`src/rtl/riscv_defines_pkg.sv`:
```
// riscv_defines
//   Shared definitions for the string-op issue path: operator width and
//   codes, the issue FSM state type, the queued request record and a helper
//   that says which operators the downstream string-op unit implements.
package riscv_defines;

    localparam int unsigned STR_OP_WIDTH = 3;

    localparam logic [STR_OP_WIDTH-1:0] STR_OP_UPPER = 3'd0;
    localparam logic [STR_OP_WIDTH-1:0] STR_OP_LOWER = 3'd1;
    localparam logic [STR_OP_WIDTH-1:0] STR_OP_LEET  = 3'd2;
    localparam logic [STR_OP_WIDTH-1:0] STR_OP_ROT13 = 3'd3;

    typedef enum logic [1:0] {
        STR_IDLE,
        STR_EXEC,
        STR_WAIT,
        STR_RESP
    } str_issue_state_e;

    typedef struct packed {
        logic [STR_OP_WIDTH-1:0] op;
        logic [31:0]             operand;
        logic [4:0]              rd;
    } str_req_t;

    // Only UPPER and LOWER exist in the string-op unit; everything else is
    // answered locally with an error response.
    function automatic logic str_op_supported(input logic [STR_OP_WIDTH-1:0] op);
        return (op == STR_OP_UPPER) || (op == STR_OP_LOWER);
    endfunction

endpackage

```
`src/rtl/riscv_str_req_fifo.sv`:
```
// riscv_str_req_fifo
//   Small request buffer in front of the string-op issue FSM.
//   clk, rst      : clock, synchronous active-high reset
//   flush_i       : empties the buffer (wins over a same-edge push)
//   push_i/data_i : write one request
//   pop_i         : drop the head entry
//   full_o/empty_o: occupancy flags from the registered count
//   head_o        : oldest entry (valid when empty_o is 0)
module riscv_str_req_fifo
    import riscv_defines::*;
#(
    parameter int unsigned DEPTH = 2
) (
    input  logic     clk,
    input  logic     rst,
    input  logic     flush_i,
    input  logic     push_i,
    input  str_req_t data_i,
    input  logic     pop_i,
    output logic     full_o,
    output logic     empty_o,
    output str_req_t head_o
);

    localparam int unsigned PW = (DEPTH > 1) ? $clog2(DEPTH) : 1;
    localparam int unsigned CW = PW + 1;

    str_req_t          mem_q [DEPTH];
    str_req_t          mem_d [DEPTH];
    logic [PW-1:0]     wr_ptr_q, wr_ptr_d;
    logic [PW-1:0]     rd_ptr_q, rd_ptr_d;
    logic [CW-1:0]     count_q,  count_d;

    always_comb begin
        mem_d    = mem_q;
        wr_ptr_d = wr_ptr_q;
        rd_ptr_d = rd_ptr_q;
        count_d  = count_q;
        if (flush_i) begin
            wr_ptr_d = '0;
            rd_ptr_d = '0;
            count_d  = '0;
        end else begin
            if (push_i) begin
                mem_d[wr_ptr_q] = data_i;
                wr_ptr_d        = wr_ptr_q + PW'(1);
            end
            if (pop_i) begin
                rd_ptr_d = rd_ptr_q + PW'(1);
            end
            case ({push_i, pop_i})
                2'b10:   count_d = count_q + CW'(1);
                2'b01:   count_d = count_q - CW'(1);
                default: count_d = count_q;
            endcase
        end
    end

    always_ff @(posedge clk) begin
        if (rst) begin
            wr_ptr_q <= '0;
            rd_ptr_q <= '0;
            count_q  <= '0;
        end else begin
            wr_ptr_q <= wr_ptr_d;
            rd_ptr_q <= rd_ptr_d;
            count_q  <= count_d;
        end
    end

    // Payload storage needs no reset; occupancy is tracked by count_q.
    always_ff @(posedge clk) begin
        mem_q <= mem_d;
    end

    assign full_o  = (count_q == CW'(DEPTH));
    assign empty_o = (count_q == '0);
    assign head_o  = mem_q[rd_ptr_q];

endmodule

```
`src/rtl/riscv_str_issue.sv`:
```
// riscv_str_issue
//   Queues string-op requests from EX, issues them one at a time to the
//   string-op unit and presents each result to writeback.
//   clk, rst                 : clock, synchronous active-high reset
//   flush_i                  : kill all queued and in-flight work
//   req_valid_i/req_ready_o  : request handshake; req_op_i, req_operand_i, req_rd_i
//   str_enable_o             : one-cycle issue strobe; str_operator_o, str_operand_o
//   str_result_i             : unit result, valid the cycle after the strobe
//   resp_valid_o/resp_ready_i: response handshake; resp_result_o, resp_rd_o, resp_err_o
//   busy_o                   : FSM not idle or requests queued
module riscv_str_issue
    import riscv_defines::*;
#(
    parameter int unsigned FIFO_DEPTH = 2
) (
    input  logic                    clk,
    input  logic                    rst,
    input  logic                    flush_i,
    input  logic                    req_valid_i,
    output logic                    req_ready_o,
    input  logic [STR_OP_WIDTH-1:0] req_op_i,
    input  logic [31:0]             req_operand_i,
    input  logic [4:0]              req_rd_i,
    output logic                    str_enable_o,
    output logic [STR_OP_WIDTH-1:0] str_operator_o,
    output logic [31:0]             str_operand_o,
    input  logic [31:0]             str_result_i,
    output logic                    resp_valid_o,
    input  logic                    resp_ready_i,
    output logic [31:0]             resp_result_o,
    output logic [4:0]              resp_rd_o,
    output logic                    resp_err_o,
    output logic                    busy_o
);

    str_issue_state_e state_q, state_d;
    logic [31:0]      resp_result_q, resp_result_d;
    logic [4:0]       resp_rd_q, resp_rd_d;
    logic             resp_err_q, resp_err_d;

    logic     fifo_full, fifo_empty, fifo_push, fifo_pop;
    str_req_t fifo_head, fifo_data;
    logic     dispatch;

    assign fifo_data = '{op: req_op_i, operand: req_operand_i, rd: req_rd_i};
    assign fifo_push = req_valid_i & req_ready_o;

    riscv_str_req_fifo #(
        .DEPTH (FIFO_DEPTH)
    ) u_fifo (
        .clk     (clk),
        .rst     (rst),
        .flush_i (flush_i),
        .push_i  (fifo_push),
        .data_i  (fifo_data),
        .pop_i   (fifo_pop),
        .full_o  (fifo_full),
        .empty_o (fifo_empty),
        .head_o  (fifo_head)
    );

    // IDLE and an accepted RESP share the same head-of-queue dispatch.
    assign dispatch = (state_q == STR_IDLE) || ((state_q == STR_RESP) && resp_ready_i);

    always_comb begin
        state_d       = state_q;
        resp_result_d = resp_result_q;
        resp_rd_d     = resp_rd_q;
        resp_err_d    = resp_err_q;
        fifo_pop      = 1'b0;

        if (dispatch) begin
            if (fifo_empty) begin
                state_d = STR_IDLE;
            end else if (str_op_supported(fifo_head.op)) begin
                state_d = STR_EXEC;
            end else begin
                // Unsupported operator: echo the operand back flagged as error.
                state_d       = STR_RESP;
                resp_result_d = fifo_head.operand;
                resp_rd_d     = fifo_head.rd;
                resp_err_d    = 1'b1;
                fifo_pop      = 1'b1;
            end
        end else begin
            case (state_q)
                STR_EXEC: state_d = STR_WAIT;
                STR_WAIT: begin
                    state_d       = STR_RESP;
                    resp_result_d = str_result_i;
                    resp_rd_d     = fifo_head.rd;
                    resp_err_d    = 1'b0;
                    fifo_pop      = 1'b1;
                end
                default: state_d = state_q;
            endcase
        end

        if (flush_i) begin
            state_d  = STR_IDLE;
            fifo_pop = 1'b0;
        end
    end

    always_ff @(posedge clk) begin
        if (rst) begin
            state_q       <= STR_IDLE;
            resp_result_q <= '0;
            resp_rd_q     <= '0;
            resp_err_q    <= 1'b0;
        end else begin
            state_q       <= state_d;
            resp_result_q <= resp_result_d;
            resp_rd_q     <= resp_rd_d;
            resp_err_q    <= resp_err_d;
        end
    end

    assign req_ready_o    = ~fifo_full;
    assign str_enable_o   = (state_q == STR_EXEC);
    assign str_operator_o = fifo_head.op;
    assign str_operand_o  = fifo_head.operand;
    assign resp_valid_o   = (state_q == STR_RESP);
    assign resp_result_o  = resp_result_q;
    assign resp_rd_o      = resp_rd_q;
    assign resp_err_o     = resp_err_q;
    assign busy_o         = (state_q != STR_IDLE) || ~fifo_empty;

endmodule

```
`config.mk`:
```
export PLATFORM = sky130hd
export DESIGN_NAME = riscv_str_issue
export DESIGN_NICKNAME = d
export VERILOG_FILES = /design/src/rtl/riscv_defines_pkg.sv /design/src/rtl/riscv_str_req_fifo.sv /design/src/rtl/riscv_str_issue.sv
export SDC_FILE = /design/constraint.sdc
export NUM_CORES = 1
export LEC_CHECK = 0
export CAP_MARGIN = 20
export CORE_UTILIZATION = 28
export DETAILED_ROUTE_END_ITERATION = 10
export MAX_ROUTING_LAYER = met4
export PLACE_DENSITY = 0.57
export SYNTH_ARGS = -nofsm -noshare
export SYNTH_HDL_FRONTEND = slang
export SYNTH_SLANG_ARGS = --single-unit
```
`constraint.sdc`:
```
create_clock -name clk -period 12 [get_ports clk]
set_input_delay 1.2 -clock clk [delete_from_list [all_inputs] [get_ports clk]]
set_output_delay 1.2 -clock clk [all_outputs]
set_load 0.02 [all_outputs]
```
==> impl_results.html <==
<table>
<tr><th>Metric</th><th>Value</th></tr>
<tr><th colspan="2">Status</th></tr>
<tr><td>Outcome</td><td>finished clean</td></tr>
<tr><th colspan="2">Timing</th></tr>
<tr><td>Slew margin rel.</td><td>44.9%</td></tr>
<tr><td>Total negative setup slack</td><td>0 ns</td></tr>
<tr><td>Clock Skew</td><td>0.0101 ns</td></tr>
<tr><td>Post-route setup slack</td><td>8.31 ns</td></tr>
<tr><td>Slew at the pin closest to its max-slew limit</td><td>0.826 ns</td></tr>
<tr><td># setup viols final</td><td>0</td></tr>
<tr><td>Final worst-path cycle share</td><td>30.8%</td></tr>
<tr><td>Min Clock Period, post-route</td><td>3.69 ns</td></tr>
<tr><td>Unrepaired setup endpoints after global routing</td><td>no</td></tr>
<tr><td>Fmax</td><td>0.271 GHz</td></tr>
<tr><td>Total count of max-transition violations in the final report</td><td>0</td></tr>
<tr><td>Final hold violation count</td><td>0</td></tr>
<tr><th colspan="2">Drt</th></tr>
<tr><td>Drt initial violations</td><td>137</td></tr>
<tr><td>Number of vias in the routed layout</td><td>3537</td></tr>
<tr><td>Vias per Instance</td><td>4.55</td></tr>
<tr><td>Drt first pass iters</td><td>4</td></tr>
<tr><td>Drt drc</td><td>0</td></tr>
<tr><td>Antenna-violating nets left</td><td>0</td></tr>
<tr><td>Wire per inst</td><td>17.0 um</td></tr>
<tr><td>Wirelength, routed</td><td>13200 um</td></tr>
<tr><th colspan="2">Finish</th></tr>
<tr><td>Layout cells sized above 1</td><td>15.9%</td></tr>
<tr><td>Area growth syn-to-layout</td><td>38.7%</td></tr>
<tr><td>Net count of the finished layout</td><td>606</td></tr>
<tr><th colspan="2">Worst setup path</th></tr>
<tr><td>Class of the most critical setup path</td><td>flip-flop to output pin</td></tr>
<tr><td>Worst path buffer plus inverter count</td><td>2</td></tr>
<tr><td>Data arrival at the endpoint of the critical path</td><td>2.49 ns</td></tr>
<tr><td>Crit-path cells</td><td>buf_4 -&gt; mux2_2 -&gt; clkdlybuf4s50_1</td></tr>
<tr><td>Depth of the worst register-to-register path</td><td>8</td></tr>
<tr><td>Maximum cell stage delay along the critical path</td><td>0.65 ns</td></tr>
<tr><td>Gate family responsible for the most delay along the worst path</td><td>buffers and inverters</td></tr>
<tr><td>Worst setup EP type</td><td>output pin</td></tr>
<tr><td>Worst reg2reg setup slack</td><td>9.03 ns</td></tr>
<tr><td>Startpoint type of the worst setup path</td><td>flip-flop</td></tr>
<tr><td>CP Max Fanout</td><td>25</td></tr>
<tr><td>Worst Setup SP</td><td>u_fifo.rd_ptr_q$_SDFFE_PP0P_</td></tr>
<tr><td>Worst flop-to-flop path startpoint</td><td>u_fifo.rd_ptr_q$_SDFFE_PP0P_</td></tr>
<tr><td>CP Data Required Time</td><td>10.80 ns</td></tr>
<tr><td>Critical Path Slowest Stage Cell</td><td>sky130_fd_sc_hd__dfxtp_2</td></tr>
<tr><td>End of the worst register-to-register path</td><td>u_fifo.count_q[1]$_SDFFE_PP0P_</td></tr>
<tr><th colspan="2">Synthesis</th></tr>
<tr><td>Largest family of logic cells by synthesized area</td><td>multiplexers</td></tr>
<tr><td>Count of synthesis-stage warnings from yosys</td><td>0</td></tr>
<tr><td>Xor/xnor cell area share of the yosys netlist</td><td>0.491%</td></tr>
<tr><td>Netlist area before placement</td><td>0.00535 mm2</td></tr>
<tr><td>Net count after synthesis</td><td>489</td></tr>
<tr><td>Post-synthesis compound-gate area fraction</td><td>9.29%</td></tr>
<tr><td>Syn Inst Count</td><td>411</td></tr>
<tr><td>Post-synth EDFFs</td><td>80</td></tr>
<tr><td>Area share of and/or/nand/nor cells after synthesis</td><td>5.38%</td></tr>
<tr><td>FFs w/ async S/R, synth</td><td>0%</td></tr>
<tr><td>Share of synthesized area occupied by flip-flops and latches</td><td>61.4%</td></tr>
<tr><td>Cell variety after synth</td><td>31</td></tr>
<tr><td>Synthesis-stage register bit count</td><td>124</td></tr>
<tr><td>Mux cell area share after synthesis</td><td>15.6%</td></tr>
<tr><td>Flip-flop cell with the highest count after synthesis</td><td>sky130_fd_sc_hd__edfxtp_1</td></tr>
<tr><td>Synth Area in Adders</td><td>0.234%</td></tr>
<tr><td>Mean Syn Cell Area</td><td>13.0 um2</td></tr>
<tr><th colspan="2">Worst hold path</th></tr>
<tr><td>Worst hold path class</td><td>flip-flop to flip-flop</td></tr>
<tr><td>Hold Path End</td><td>resp_result_o[30]$_SDFFE_PP0P_</td></tr>
<tr><td>Min-Delay Path Depth</td><td>2</td></tr>
<tr><td>Source of the worst hold timing path</td><td>resp_result_o[30]$_SDFFE_PP0P_</td></tr>
<tr><th colspan="2">Floorplanning</th></tr>
<tr><td>Initial cell density of the core</td><td>28.6%</td></tr>
<tr><td>Horizontal die dimension</td><td>140 um</td></tr>
<tr><td>I/O pins</td><td>154</td></tr>
<tr><td>Die Area</td><td>0.0197 mm2</td></tr>
<tr><td>Overall die height</td><td>140 um</td></tr>
<tr><td>Core Region</td><td>0.0187 mm2</td></tr>
<tr><td>Standard-cell row count</td><td>50</td></tr>
<tr><th colspan="2">GRT</th></tr>
<tr><td>Largest net degree at the start of global routing</td><td>51</td></tr>
<tr><td>Number of antenna violations at the first check in global routing</td><td>2</td></tr>
<tr><td>Remaining global-route overflow</td><td>0</td></tr>
<tr><td>GRT Resource Usage Total</td><td>14.5%</td></tr>
<tr><td>Vias in the first global route</td><td>3701</td></tr>
<tr><td>Global-route wire length before repair</td><td>20700 um</td></tr>
<tr><th colspan="2">Clocking</th></tr>
<tr><td>Source-to-sink clock delay at the later pin of the worst-skew pair</td><td>0.40 ns</td></tr>
<tr><td>Hold-fix buffers at CTS</td><td>0</td></tr>
<tr><td>Gates resized, CTS repair</td><td>0</td></tr>
<tr><td>Longest Clk Path Bufs</td><td>2</td></tr>
<tr><td>Number of levels in the clock H-tree</td><td>4</td></tr>
<tr><td>Clock transition time at the flip-flop clock pins of the worst setup and hold paths</td><td>0.05 ns</td></tr>
<tr><td>Number of CTS-inserted buffers</td><td>17</td></tr>
<tr><td>Clock sinks</td><td>124</td></tr>
<tr><td>Clock tree from TritonCTS</td><td>built</td></tr>
<tr><td>Post-CTS setup buffers</td><td>0</td></tr>
<tr><td>Clock root buffer</td><td>sky130_fd_sc_hd__clkbuf_16</td></tr>
<tr><th colspan="2">Power</th></tr>
<tr><td>Part of the power in the clock network</td><td>41.0%</td></tr>
<tr><td>Internal power component</td><td>854 uW</td></tr>
<tr><td>Combinational share of power</td><td>15.5%</td></tr>
<tr><td>Share of power burned in registers</td><td>43.5%</td></tr>
<tr><td>Total power density per cell area</td><td>151 mW/mm2</td></tr>
<tr><td>Switching part of the total power</td><td>24.0%</td></tr>
<tr><td>Net Sw Power</td><td>270 uW</td></tr>
<tr><td>Leak Pwr</td><td>2.69 nW</td></tr>
<tr><td>Peak supply drop</td><td>0.0878 mV</td></tr>
<tr><th colspan="2">Placed design</th></tr>
<tr><td>Gp weighted congestion</td><td>0.760</td></tr>
<tr><td>Pre-CTS setup slack</td><td>8.08 ns</td></tr>
<tr><td>Estimated wirelength of the detail-placed design</td><td>8620 um</td></tr>
<tr><td>Port-buffer cells</td><td>153</td></tr>
<tr><th colspan="2">Flow run</th></tr>
<tr><td>Count of maximum capacitance violations</td><td>0</td></tr>
</table>
tightest hold or removal path, cell delays in order (launching register included):
cell	delay [ns]
sky130_fd_sc_hd__dfxtp_1	0.30
sky130_fd_sc_hd__nand2_1	0.05
sky130_fd_sc_hd__mux2i_1	0.05
worst max path at each step:
stage	to	cells past startpoint	slack, ns
final	str_operand_o[27]	3	8.31
after global routing	str_operand_o[23]	3	8.18
after detailed placement	u_fifo.count_q[1]$_SDFFE_PP0P_	9	8.08
after floorplan	u_fifo.mem_q[0]$_DFFE_PP_	2	7.22
after CTS	str_operand_o[28]	3	8.21
after global placement	u_fifo.count_q[1]$_SDFFE_PP0P_	9	8.23
synth_stat cells (2+ instances only):
library cell | number | area share, %
sky130_fd_sc_hd__clkbuf_1 | 21 | 1.5
sky130_fd_sc_hd__edfxtp_1 | 80 | 45
sky130_fd_sc_hd__buf_2 | 5 | 0.47
sky130_fd_sc_hd__or2_2 | 2 | 0.23
sky130_fd_sc_hd__dfxtp_1 | 44 | 16
sky130_fd_sc_hd__nor2_1 | 10 | 0.70
sky130_fd_sc_hd__nor3b_1 | 2 | 0.28
sky130_fd_sc_hd__nor3_1 | 3 | 0.28
sky130_fd_sc_hd__a21oi_1 | 2 | 0.19
sky130_fd_sc_hd__mux2i_1 | 37 | 6.9
sky130_fd_sc_hd__xor2_1 | 2 | 0.33
sky130_fd_sc_hd__o21ai_0 | 33 | 3.1
sky130_fd_sc_hd__mux2_2 | 40 | 8.4
sky130_fd_sc_hd__inv_1 | 3 | 0.21
sky130_fd_sc_hd__buf_4 | 37 | 5.2
sky130_fd_sc_hd__nand2_1 | 44 | 3.1
sky130_fd_sc_hd__o31a_1 | 32 | 5.2
power by group through the flow:
stage,combinational [mW],clock (mW),sequential (mW)
final,0.175,0.460,0.489
after global routing,0.187,0.495,0.491
after CTS,0.177,0.477,0.489
after detailed placement,0.177,0,0.497
after global placement,0.175,0,0.497
after floorplan,0.0876,0,0.509
layout by cell type (no fill, tap or decap), drive strengths merged:
cell type / n
a21oi: 2
a2bb2oi: 1
a311oi: 1
a31o: 1
and2: 1
and3: 1
buf: 9
bufinv: 1
clkbuf: 23
clkdlybuf4s50: 153
clkinv: 5
clkinvlp: 3
dfxtp: 44
diode: 2
edfxtp: 80
ha: 1
inv: 3
mux2: 41
mux2i: 37
nand2: 44
nand2b: 1
nor2: 10
nor2b: 1
nor3: 3
nor3b: 2
o21ai: 33
o31a: 32
o41ai: 1
or2: 2
or3: 2
xnor2: 1
xor2: 2
registers in the layout (all words and copies together), names as in the netlist:
register	flops
resp_err_o	1
resp_rd_o	5
resp_result_o	32
state_q	2
u_fifo.count_q	2
u_fifo.mem_q	80
u_fifo.rd_ptr_q	1
u_fifo.wr_ptr_q	1
cell type report:
| type | count | area, um2 |
|---|---|---|
| antenna | 2 | 5.00 |
| clock buffer | 23 | 458 |
| clock inverter | 9 | 75.1 |
| fill | 1751 | 11300 |
| inverter | 3 | 11.3 |
| multi-input combinational | 220 | 1690 |
| sequential | 124 | 3280 |
| tap | 234 | 293 |
| timing repair buffer | 162 | 1600 |
logic make-up (layout without fill, tap and decap cells):
kind of cell / count (synthesis) / after routing
muxes: 78 / 78
DFF: 124 / 124
and+or+nand+nor: 67 / 67
adders and majority gates: 1 / 1
AOI/OAI and AO/OA: 71 / 71
buffers and inverters: 67 / 197
xor gates and xnor gates: 3 / 3
other: 0 / 2
metrics by stage:
stage	area [um2]	hold WS, ns	cells	utilization [%]	total power, mW
after detailed placement	6880	0.452	743	36.8	0.674
after global placement	6880	0.447	743	36.8	0.671
after CTS	7410	0.459	775	39.6	1.14
final	7420	0.457	777	39.7	1.12
after floorplan	5350	0.472	411	-	0.596
after global routing	7420	0.477	777	39.7	1.17
metal layers:
metal  share of wire [%]  global-route usage, %
met1                  45                   16.7
met2                  49                   23.7
met3                 4.4                   4.14
met4                 1.6                   5.78
met5                   0                      -
(Power assumes the default switching activity.)
